==> config.mk <==
export PLATFORM = sky130hd
export DESIGN_NAME = board_rle_encoder
export DESIGN_NICKNAME = d
export VERILOG_FILES = /design/src/rtl/board_rle_encoder.sv
export SDC_FILE = /design/constraint.sdc
export NUM_CORES = 1
export LEC_CHECK = 0
export ABC_AREA = 1
export CAP_MARGIN = 5
export CORE_MARGIN = 1.5
export CORE_UTILIZATION = 55
export CTS_CLUSTER_SIZE = 40
export DETAILED_ROUTE_END_ITERATION = 6
export GPL_TIMING_DRIVEN = 0
export PLACE_DENSITY = 0.82
export SLEW_MARGIN = 30
export SYNTH_ARGS = -nofsm -noshare
export SYNTH_HDL_FRONTEND = slang
export SYNTH_SLANG_ARGS = --single-unit
==> constraint.sdc <==
create_clock -name HDMI_CLK -period 3.7 [get_ports HDMI_CLK]
set_clock_uncertainty 0.15 [all_clocks]
set_input_delay 0.555 -clock HDMI_CLK [delete_from_list [all_inputs] [get_ports HDMI_CLK]]
set_output_delay 0.555 -clock HDMI_CLK [all_outputs]
set_load 0.03 [all_outputs]
==> src/rtl/board_rle_encoder.sv <==
// Run-length encoder for the Life board: one frame of cells in, {value, repeat[6:0]} bytes out via a FWFT FIFO.
// Optional per-frame byte counter is built only when RLE_BYTECOUNT_EN is defined.
module board_rle_encoder #(
  parameter int FRAME_PIXELS = 2073600,
  parameter int FIFO_DEPTH   = 16
) (
  input  logic                              HDMI_CLK,
  input  logic                              RESET_N,
  input  logic                              start,
  output logic                              busy,
  output logic                              done,
  input  logic                              pix_valid,
  output logic                              pix_ready,
  input  logic                              pix_in,
  output logic                              byte_valid,
  input  logic                              byte_ready,
  output logic [7:0]                        byte_out,
  output logic [$clog2(FRAME_PIXELS+1)-1:0] byte_count
);
  localparam int PCW = (FRAME_PIXELS > 2) ? $clog2(FRAME_PIXELS) : 1;
  localparam int AW  = $clog2(FIFO_DEPTH);

  typedef enum logic [1:0] {IDLE, FIRST, RUN, DRAIN} state_t;
  state_t state, state_nx;

  logic           run_val, nval;
  logic [6:0]     run_len, nlen;
  logic [PCW-1:0] pix_cnt;
  logic [7:0]     mem [FIFO_DEPTH];
  logic [AW-1:0]  wr_ptr, rd_ptr;
  logic [AW:0]    count;
  logic           take, last, brk, push0, push1, pop;
  logic [7:0]     wdat0, wdat1;

  assign take       = pix_valid & pix_ready;
  assign last       = (pix_cnt == PCW'(FRAME_PIXELS - 1));
  assign pix_ready  = (state == FIRST || state == RUN) && (count <= (AW+1)'(FIFO_DEPTH - 2));
  assign busy       = (state != IDLE);
  assign byte_valid = (count != '0);
  assign pop        = byte_valid & byte_ready;
  assign byte_out   = byte_valid ? mem[rd_ptr] : 8'h00;

  // Run update; on the last pixel the open run is flushed as well (second slot if the pixel broke the run).
  always_comb begin
    push0 = 1'b0;
    push1 = 1'b0;
    brk   = 1'b0;
    wdat0 = {run_val, run_len};
    wdat1 = 8'h00;
    nval  = run_val;
    nlen  = run_len;
    if (take) begin
      if (state == FIRST) begin
        nval = pix_in;
        nlen = 7'd0;
      end else if (pix_in == run_val && run_len != 7'd127) begin
        nlen = run_len + 7'd1;
      end else begin
        brk   = 1'b1;
        push0 = 1'b1;
        nval  = pix_in;
        nlen  = 7'd0;
      end
      if (last) begin
        if (brk) begin
          push1 = 1'b1;
          wdat1 = {nval, nlen};
        end else begin
          push0 = 1'b1;
          wdat0 = {nval, nlen};
        end
      end
    end
  end

  always_comb begin
    state_nx = state;
    done     = 1'b0;
    case (state)
      IDLE:  if (start) state_nx = FIRST;
      FIRST: if (take) state_nx = last ? DRAIN : RUN;
      RUN:   if (take && last) state_nx = DRAIN;
      DRAIN: if (count == '0) begin
        done     = 1'b1;
        state_nx = IDLE;
      end
      default: state_nx = IDLE;
    endcase
  end

  always_ff @(posedge HDMI_CLK or negedge RESET_N) begin
    if (!RESET_N) begin
      state   <= IDLE;
      run_val <= 1'b0;
      run_len <= 7'd0;
      pix_cnt <= '0;
    end else begin
      state <= state_nx;
      if (state == IDLE && start) pix_cnt <= '0;
      else if (take) pix_cnt <= pix_cnt + PCW'(1);
      if (take) begin
        run_val <= nval;
        run_len <= nlen;
      end
    end
  end

  always_ff @(posedge HDMI_CLK) begin
    if (push0) mem[wr_ptr] <= wdat0;
    if (push1) mem[AW'(wr_ptr + AW'(1))] <= wdat1;
  end

  always_ff @(posedge HDMI_CLK or negedge RESET_N) begin
    if (!RESET_N) begin
      wr_ptr <= '0;
      rd_ptr <= '0;
      count  <= '0;
    end else begin
      wr_ptr <= wr_ptr + AW'(push0) + AW'(push1);
      if (pop) rd_ptr <= rd_ptr + AW'(1);
      count  <= count + (AW+1)'(push0) + (AW+1)'(push1) - (AW+1)'(pop);
    end
  end

`ifdef RLE_BYTECOUNT_EN
  always_ff @(posedge HDMI_CLK or negedge RESET_N) begin
    if (!RESET_N) byte_count <= '0;
    else if (state == IDLE && start) byte_count <= '0;
    else byte_count <= byte_count + $bits(byte_count)'(push0) + $bits(byte_count)'(push1);
  end
`else
  assign byte_count = '0;
`endif

endmodule

==> flow_summary.ini, run 1 <==
[place]
port_buffers = 16
gp_congestion = 0.9220
dpl-instance-area_um2 = 9872
hpwlAfterDp_um = 16830

[synthesis]
synth_commonest_cells = nor2_1, nand2_1, edfxtp_1, o21ai_0, inv_1
synth-seq-cells = 172
synth_area_leaders = edfxtp_1, dfrtp_1, nor2_1
yosys.area.top_type = edfxtp_1
synth_edf_count = 128
yosysMostFrequentCell = nor2_1
synth.top_cell.area_share = 0.4108
syn_area_per_cell_um2 = 8.696
yosys_warnings = 0
synthCells = 1076
ys.flop_type = edfxtp_1
syn-cell-area_um2 = 9356
synth-seq-area-share = 0.5285
synth_cell_types = 36
async_flop_share = 0.2558

[drt]
avgViaCountPerCell = 5.694
avgRoutedWirePerCell_um = 17.72
drtAntennaViolNets = 0
wirelength_um = 24200
dr.first_iter.drc_count = 1030
drc_errors = 0
dr.pass1.iters = 6
num_vias = 7778

[floorplanning]
num_rows = 47
die_area_um2 = 17800
io_pins = 39
die_x_um = 133.4
core_area_um2 = 16580
die_y_um = 133.4
initial_utilization = 0.5642

[min_path]
worstHoldStart = pix_in
whs_endpoint = run_val$_DFFE_PN0P_
hold_class = in2reg
hold_depth = 3

[critical_path]
r2r-end = count[4]$_DFF_PN0_
r2r_slack_ns = 0.23
critical_path_required_ns = 2.99
worstSetupPathType = reg2out
cp-end-kind = output port
rr_worst_depth = 14
cp-start-kind = flop
rr_startpoint = pix_cnt[0]$_DFFE_PN0P_
cp_max_fo = 10
crit_arrival_ns = 2.84

[final_layout]
area_growth_pct = 12.32
utilization = 0.6337
nNetsFinal = 1159
drive_gt1_frac = 0.1169
antennaDiodeCount = 0
design_area_um2 = 10510

[timing]
relSlewSlack = 0.3769
worst_slew_pin_slew_ns = 0.9284
min_period_ns = 3.546
hold_viol = 0
setup_viol = 0
hold_slack_ns = 0.3363
max_freq_mhz = 282.0
period_share = 0.9584
slew_viol_final = 0
rsz0062_at_grt = false

[pwr]
power.leakage_nw = 4.387
ir_drop_mv = 0.4508
p_per_area_nw_per_um2 = 693.5

[clocking]
cts.sinks = 172
cts-root-buf = clkbuf_16
cts_max_path_buffers = 2
cts_setup_buffers = 0
htree_levels = 4
clkTransAtPathRegs_ns = 0.07
cts_tree = done
cts_made_buffers = 17
worst_skew_pair.late_latency_ns = 0.44

[status]
status = completed

[run]
drv_cap = 0

[grt]
grt-ovfl-total = 0
antenna_found_initial = 0
grt_util_all_layers = 0.2833
grt_pass1_wl_um = 38300
grt_pass1_vias = 7409
grt_max_degree = 45
==> layer usage <==
| metal | vias to the layer above | wire length (um) | part of all wire | track usage |
|---|---|---|---|---|
| met5 | - | 0 | 0 | 0 |
| met4 | 0 | 972 | 0.040 | 0.1298 |
| met3 | 89 | 2515 | 0.10 | 0.06583 |
| met2 | 484 | 11360 | 0.47 | 0.4594 |
| met1 | 3590 | 9357 | 0.39 | 0.3638 |
| li1 | 3615 | - | - | - |
==> worst max-delay path by stage <==
stage | endpoint | depth (start not counted) | slack (ns) | startpoint
4_1_cts | byte_out[2] | 9 | 0.003 | rd_ptr[0]$_DFFE_PN0N_
3_5_place_dp | count[4]$_DFF_PN0_ | 12 | -0.08 | pix_valid
5_1_grt | byte_out[0] | 9 | 0.007 | rd_ptr[0]$_DFFE_PN0N_
6_report | byte_out[4] | 9 | 0.15 | rd_ptr[0]$_DFFE_PN0N_
3_3_place_gp | count[4]$_DFF_PN0_ | 12 | 0.02 | pix_valid
2_1_floorplan | count[4]$_DFF_PN0_ | 14 | 0.60 | pix_in
==> area by class of cell <==
class	count	area, um2
fill	1290	6075
sequential	172	4945
multi-input combinational	765	3727
clock buffer	18	429.2
buffer	63	426.7
inverter	96	365.4
tap	220	275.3
timing repair buffer	18	173.9
clock inverter	14	166.4
==> state kept, by name, indices dropped and copies added (netlist names) <==
| register | flops |
|---|---|
| state | 2 |
| mem | 128 |
| wr_ptr | 4 |
| rd_ptr | 4 |
| pix_cnt | 21 |
| run_len | 7 |
| count | 5 |
| run_val | 1 |
==> power breakdown <==
part	internal, mW	switching [mW]
registers	2.29	0.124
logic	0.890	2.14
clock network	1.06	0.783
==> what timing repair did <==
action	CTS	global route
setup endpoints to repair	9	4
endpoints found under the hold margin	13	0
gates resized for setup	19	6
hold buffers	1	0
==> worst max-delay path, cell delays in order, from the launching register on <==
cell	delay, ns
dfrtp_1	0.43
buf_2	0.21
inv_1	0.09
buf_2	0.21
clkbuf_2	0.33
nor2_1	0.09
o211ai_1	0.34
nand3_1	0.14
a21oi_1	0.16
dlygate4sd2_1	0.41
==> cell families after synthesis <==
logic type,Yosys count,share of synthesized area
adders and majority gates,20,0.02915
buffers and inverters,159,0.08251
AOI/OAI and AO/OA,151,0.09093
other,1,0.0004008
and+or+nand+nor,560,0.2564
xor gates and xnor gates,13,0.01217
DFF,172,0.5285
==> per-stage QoR <==
| step | worst slack [ns] | instances | total power [mW] | TNS (ns) |
|---|---|---|---|---|
| floorplan | 0.5959 | 1096 | 4.401 | 0 |
| global placement | 0.02472 | 1332 | 5.307 | 0 |
| detailed placement | -0.08474 | 1333 | 5.409 | -0.08474 |
| CTS | 0.002708 | 1366 | 7.211 | 0 |
| global route | 0.007038 | 1366 | 7.625 | 0 |
| finish | 0.1538 | 1366 | 7.288 | 0 |
==> cells in the final DEF (no fill, tap or decap), drive strengths merged, types with 5 or more instances in the layout <==
master,count
clkbuf,35
nor3,11
buf,48
nand4,10
conb,21
edfxtp,128
o211ai,32
nand3,50
a21oi,21
dlygate4sd2,5
xor2,10
dfrtp,44
ha,17
nor2,294
clkinv,9
o21ai,91
inv,95
clkdlybuf4s50,7
nand2,193
No activity file was read; power rests on OpenSTA's default activity.
==> run 2: changes to the inputs <==
- PLACE_DENSITY: 0.82 -> 0.85
- clock period: 3.7 -> 3.1 ns (I/O delays scaled with it)
==> run 2 against run 1 <==
Against the previous run:
- the run now ends with DRC, setup timing left
- total power is 23% higher
- critical path depth stayed put
- non-clock buffer count is 7 higher
- sequential power is 20% higher
- clock-buffer cell count stayed put
- design area is 1.3% higher
- clock power is 17% higher
- flip-flop and latch count stayed put
- sequential share of layout area is 0.58 points lower
- combinational power is 30% higher
- worst hold slack worse by 0.089 ns
- critical path type unchanged
- largest cell class unchanged
==> flow_summary.ini, run 2 (synthesized netlist as in run 1, its figures left out) <==
[clocking]
cts_max_path_buffers = 2
cts_tree = done
cts-root-buf = clkbuf_16
cts_made_buffers = 17
worst_skew_pair.late_latency_ns = 0.44
clkTransAtPathRegs_ns = 0.07
cts.sinks = 172
htree_levels = 4

[grt]
grt_util_all_layers = 0.2912
grt_pass1_vias = 7610
grt-ovfl-total = 0
grt_pass1_wl_um = 39390
antenna_found_initial = 0
grt_max_degree = 45

[drt]
dr.pass1.iters = 7
avgViaCountPerCell = 5.782
dr.first_iter.drc_count = 1165
drc_errors = 4
avgRoutedWirePerCell_um = 18.13
num_vias = 7939
wirelength_um = 24900
drtAntennaViolNets = 0

[pwr]
p_per_area_nw_per_um2 = 843.4
power.switching_mw = 3.804
p_clk_frac = 0.241
power.leakage_nw = 4.431
power_frac_comb = 0.439
ir_drop_mv = 0.9996
fin_total_pwr_mw = 8.979
swShare = 0.4237
p_int_mw = 5.175
share_seq_of_total_power = 0.320

[critical_path]
worstSetupPathType = reg2out
slowest_delay_ns = 0.44
cp_max_fo = 10
slowest_stage = dfrtp_1
critical_path_required_ns = 2.48
crit_chain = buf_4 > inv_1 > buf_6 > clkbuf_8 > o21ai_0 > o211ai_1 > nand3_1 > a21oi_2 > clkbuf_4
cp-start-kind = flop
critPathTopFamily = buffers and inverters
critPathBufInv = 5
cp-end-kind = output port
rr_worst_depth = 16
crit_arrival_ns = 2.51
cp.depth = 9

[final_layout]
drive_gt1_frac = 0.1414
final_cell_mix = nor2_1, nand2_1, edfxtp_1
seqCellArea_um2 = 4947
final_common_cell = nor2_1
fill_cells = 1301
largest_reg_flops = 128
utilization = 0.6419
nNetsFinal = 1166
top_regs = mem x128, pix_cnt x21, run_len x7
area_growth_pct = 13.77
multiInputGateArea_um2 = 3771
top_register = mem
antennaDiodeCount = 0

[place]
gp_congestion = 0.9180
port_buffers = 16
hpwlAfterDp_um = 16780

[floorplanning]
core_area_um2 = 16580
io_pins = 39
die_area_um2 = 17800
die_x_um = 133.4
die_y_um = 133.4
initial_utilization = 0.5642
num_rows = 47

[status]
violations = DRC, setup timing
status = finished, violations left

[run]
drv_cap = 0

[timing]
max_freq_mhz = 320.2
setup_viol = 1
period_share = 1.007
worst_slack_ns = -0.02279
fin_setup_tns_ns = -0.02279
relSlewSlack = 0.2963
min_period_ns = 3.123
hold_viol = 0
worst_slew_pin_slew_ns = 1.049
slew_viol_final = 0

[min_path]
hold_class = in2reg
hold_depth = 3
run 2: layout make-up:
type / instances / area share
Clock buffer: 18 / 0.04032
Timing Repair Buffer: 25 / 0.01963
Multi-Input combinational cell: 765 / 0.3543
Buffer: 63 / 0.04584
Sequential cell: 172 / 0.4647
Tap cell: 220 / 0.02586
Inverter: 96 / 0.03432
Clock inverter: 14 / 0.01504
run 2: stage by stage:
step	hold slack [ns]	cells	cell area, um2	setup slack [ns]
2_1_floorplan	0.01941	1096	9432	0.007567
5_1_grt	0.2598	1373	10650	-0.07370
3_5_place_dp	0.3575	1332	9864	-0.6258
6_report	0.2477	1373	10650	-0.02279
4_1_cts	0.2383	1370	10560	-0.03931
3_3_place_gp	0.3508	1332	9867	-0.4836
run 2: worst register-to-register path, stage by stage, from the launching register on:
cell,delay (ns)
dfrtp_1,0.36
inv_1,0.09
ha_1,0.28
inv_1,0.05
nor2_1,0.08
nand2_1,0.11
nor2_4,0.15
buf_4,0.14
nand3_2,0.10
buf_8,0.19
clkinv_4,0.09
buf_8,0.16
fa_2,0.22
inv_1,0.06
fa_2,0.37
o21ai_2,0.14
xor2_1,0.17
run 2: path summary, 6_finish.rpt:
kind	start	to	slack (ns)
setup / recovery	rd_ptr[0]$_DFFE_PN0N_	byte_out[0]	-0.02
hold / removal	pix_in	run_val$_DFFE_PN0P_	0.25
setup reg to reg	state[0]$_DFFE_PN0P_	count[4]$_DFF_PN0_	0.13
hold reg to reg	pix_cnt[3]$_DFFE_PN0P_	pix_cnt[3]$_DFFE_PN0P_	0.37
max in group asynchronous	RESET_N	count[1]$_DFF_PN0_	1.89
min in group asynchronous	RESET_N	pix_cnt[0]$_DFFE_PN0P_	0.43
run 2: power by group through the flow:
| stage | combinational (mW) | sequential, mW | clock (mW) |
|---|---|---|---|
| 5_1_grt | 4.23 | 2.89 | 2.25 |
| 2_1_floorplan | 2.37 | 2.89 | 0 |
| 6_report | 3.94 | 2.88 | 2.16 |
| 3_3_place_gp | 3.42 | 2.91 | 0 |
| 3_5_place_dp | 3.54 | 2.92 | 0 |
| 4_1_cts | 3.67 | 2.87 | 2.16 |
run 2: metal layers:
| metal | vias up | global-route usage | wire [um] |
|---|---|---|---|
| li1 | 3632 | - | - |
| met3 | 114 | 0.07382 | 2906 |
| met5 | - | 0 | 0 |
| met1 | 3665 | 0.3737 | 9241 |
| met4 | 0 | 0.1449 | 1187 |
| met2 | 528 | 0.4626 | 11560 |
run 2: what timing repair did:
action / in CTS / in global routing
gates resized for setup: 66 / 40
setup buffers: 5 / 3
hold buffers: 1 / 0
endpoints found under the setup margin: 101 / 10
pin swaps: 4 / 10
endpoints found under the hold margin: 44 / 0
==> run 3: changes to the inputs <==
- GPL_ROUTABILITY_DRIVEN: not set -> 0
==> run 3 against run 2 <==
Against the previous run:
- the flow finishes with violations (DRC)
- via count about the same
- maximum frequency increased by 2.4%
- largest power group unchanged
- utilization decreased by 0.22 points
- flip-flop and latch count unchanged
- total power is 1.6% lower
- clock power fell by 5%
- clock-buffer cell count up 4
- sequential power is essentially flat
- register-to-register slack hardly changed
- combinational power fell by 1%
- global-route usage fell by 0.35 points
- highest routed layer unchanged
==> flow_summary.ini, run 3 (synthesized netlist as in run 1, its figures left out) <==
[final_layout]
final_common_cell = nor2_1
utilization = 0.6397
drive_gt1_frac = 0.1399
antennaDiodeCount = 0
area_growth_pct = 13.39
top_regs = mem x128, pix_cnt x21, run_len x7
seqCellArea_um2 = 4946
nNetsFinal = 1164
fill_cells = 1255
multiInputGateArea_um2 = 3774
final_cell_mix = nor2_1, nand2_1, edfxtp_1
instances_no_fill = 1371
largest_reg_flops = 128
top_register = mem

[floorplanning]
core_area_um2 = 16580
die_y_um = 133.4
num_rows = 47
die_area_um2 = 17800
die_x_um = 133.4
initial_utilization = 0.5642
io_pins = 39

[drt]
dr.first_iter.drc_count = 1091
dr.pass1.iters = 7
avgViaCountPerCell = 5.786
num_vias = 7933
wirelength_um = 24820
avgRoutedWirePerCell_um = 18.10
drc_errors = 2
drtAntennaViolNets = 0

[timing]
hold_slack_ns = 0.2468
min_period_ns = 3.051
setup_viol = 0
relSlewSlack = 0.3686
worst_slack_ns = 0.04944
rsz0062_at_grt = true
max_freq_mhz = 327.8
hold_viol = 0
period_share = 0.9841
slew_viol_final = 0
worst_slew_pin_slew_ns = 0.9407

[grt]
grt_util_all_layers = 0.2877
grt_max_degree = 45
grt_pass1_vias = 7492
grt_pass1_wl_um = 38520
grt-ovfl-total = 0
antenna_found_initial = 0

[place]
hpwlAfterDp_um = 16670
place_worst_setup_slack_ns = -0.6392
port_buffers = 16
placedCellCount = 1332

[pwr]
power.leakage_nw = 4.413
p_per_area_nw_per_um2 = 832.7
fin_total_pwr_mw = 8.834
ir_drop_mv = 0.7021

[critical_path]
startpoint = rd_ptr[0]$_DFFE_PN0N_
slowest_delay_ns = 0.41
crit_arrival_ns = 2.44
cp-start-kind = flop
rr_startpoint = count[2]$_DFF_PN0_
r2r_slack_ns = 0.13
critical_path_required_ns = 2.48
cp-end-kind = output port
critPathBufInv = 5
r2r-end = count[1]$_DFF_PN0_
crit_chain = buf_4 > inv_1 > buf_6 > clkbuf_8 > nor2_1 > o211ai_1 > nand3_1 > a21oi_2 > buf_6
cp.depth = 9
rr_worst_depth = 11
critPathTopFamily = buffers and inverters
slowest_stage = dfrtp_1
worstSetupPathType = reg2out
crit_path_end = byte_out[2]
cp_max_fo = 10
crit_top_cell = buf_6

[clocking]
cts_max_path_buffers = 2
cts-root-buf = clkbuf_16
worst_skew_pair.late_latency_ns = 0.45
clkTransAtPathRegs_ns = 0.07
htree_levels = 4
cts.sinks = 172
cts_made_buffers = 17
cts_tree = done

[status]
status = finished, violations left
violations = DRC

[min_path]
hold_class = in2reg
hold_depth = 3

[run]
drv_cap = 0
## run 3: where the power goes
group / switching [mW] / internal, mW / leakage [nW]
clock: 0.952 / 1.10 / 0.270
combinational: 2.70 / 1.21 / 2.43
sequential: 0.139 / 2.74 / 1.71
## run 3: worst min path at each step
stage,startpoint,endpoint,slack [ns]
after floorplan,RESET_N,count[0]$_DFF_PN0_,0.02
after detailed placement,RESET_N,pix_cnt[1]$_DFFE_PN0P_,0.36
after global routing,pix_in,run_val$_DFFE_PN0P_,0.28
final,pix_in,run_val$_DFFE_PN0P_,0.25
after CTS,pix_in,run_val$_DFFE_PN0P_,0.23
after global placement,run_val$_DFFE_PN0P_,run_val$_DFFE_PN0P_,0.35
## run 3: worst reg2reg max path, stage by stage (launching register included)
cell and delay, ns:
dfrtp_1 0.42, inv_1 0.11, ha_1 0.15, nand4_1 0.39
nand2_2 0.22, inv_1 0.15, ha_1 0.31, inv_1 0.05
fa_1 0.40, inv_1 0.08, fa_2 0.42, inv_1 0.06
## run 3: metrics by stage
| stage | cell area [um2] | setup TNS, ns |
|---|---|---|
| floorplan | 9432 | 0 |
| global placement | 9867 | -36.23 |
| detailed placement | 9864 | -19.56 |
| CTS | 10550 | 0 |
| global route | 10610 | -0.01545 |
| finish | 10610 | 0 |
## run 3: layout make-up
type | count | area share
Sequential cell | 172 | 0.4662
Multi-Input combinational cell | 765 | 0.3557
Buffer | 63 | 0.04623
Clock buffer | 22 | 0.04470
Inverter | 96 | 0.03456
Tap cell | 220 | 0.02595
Timing Repair Buffer | 23 | 0.01875
Clock inverter | 10 | 0.007902
## run 3: per-layer routing
metal  share of wire  global-route usage  up-vias
met5               0                   0        -
met4           0.053              0.1745        0
met3            0.11             0.07306      102
met2            0.46              0.4502      528
met1            0.37              0.3618     3687
li1                -                   -     3616
## run 3: what timing repair did
item	in CTS	in global routing
endpoints found under the hold margin	44	0
pin swaps	4	7
hold buffers	1	0
gates resized for setup	65	35
buffers inserted	5	1
setup endpoints to repair	111	51
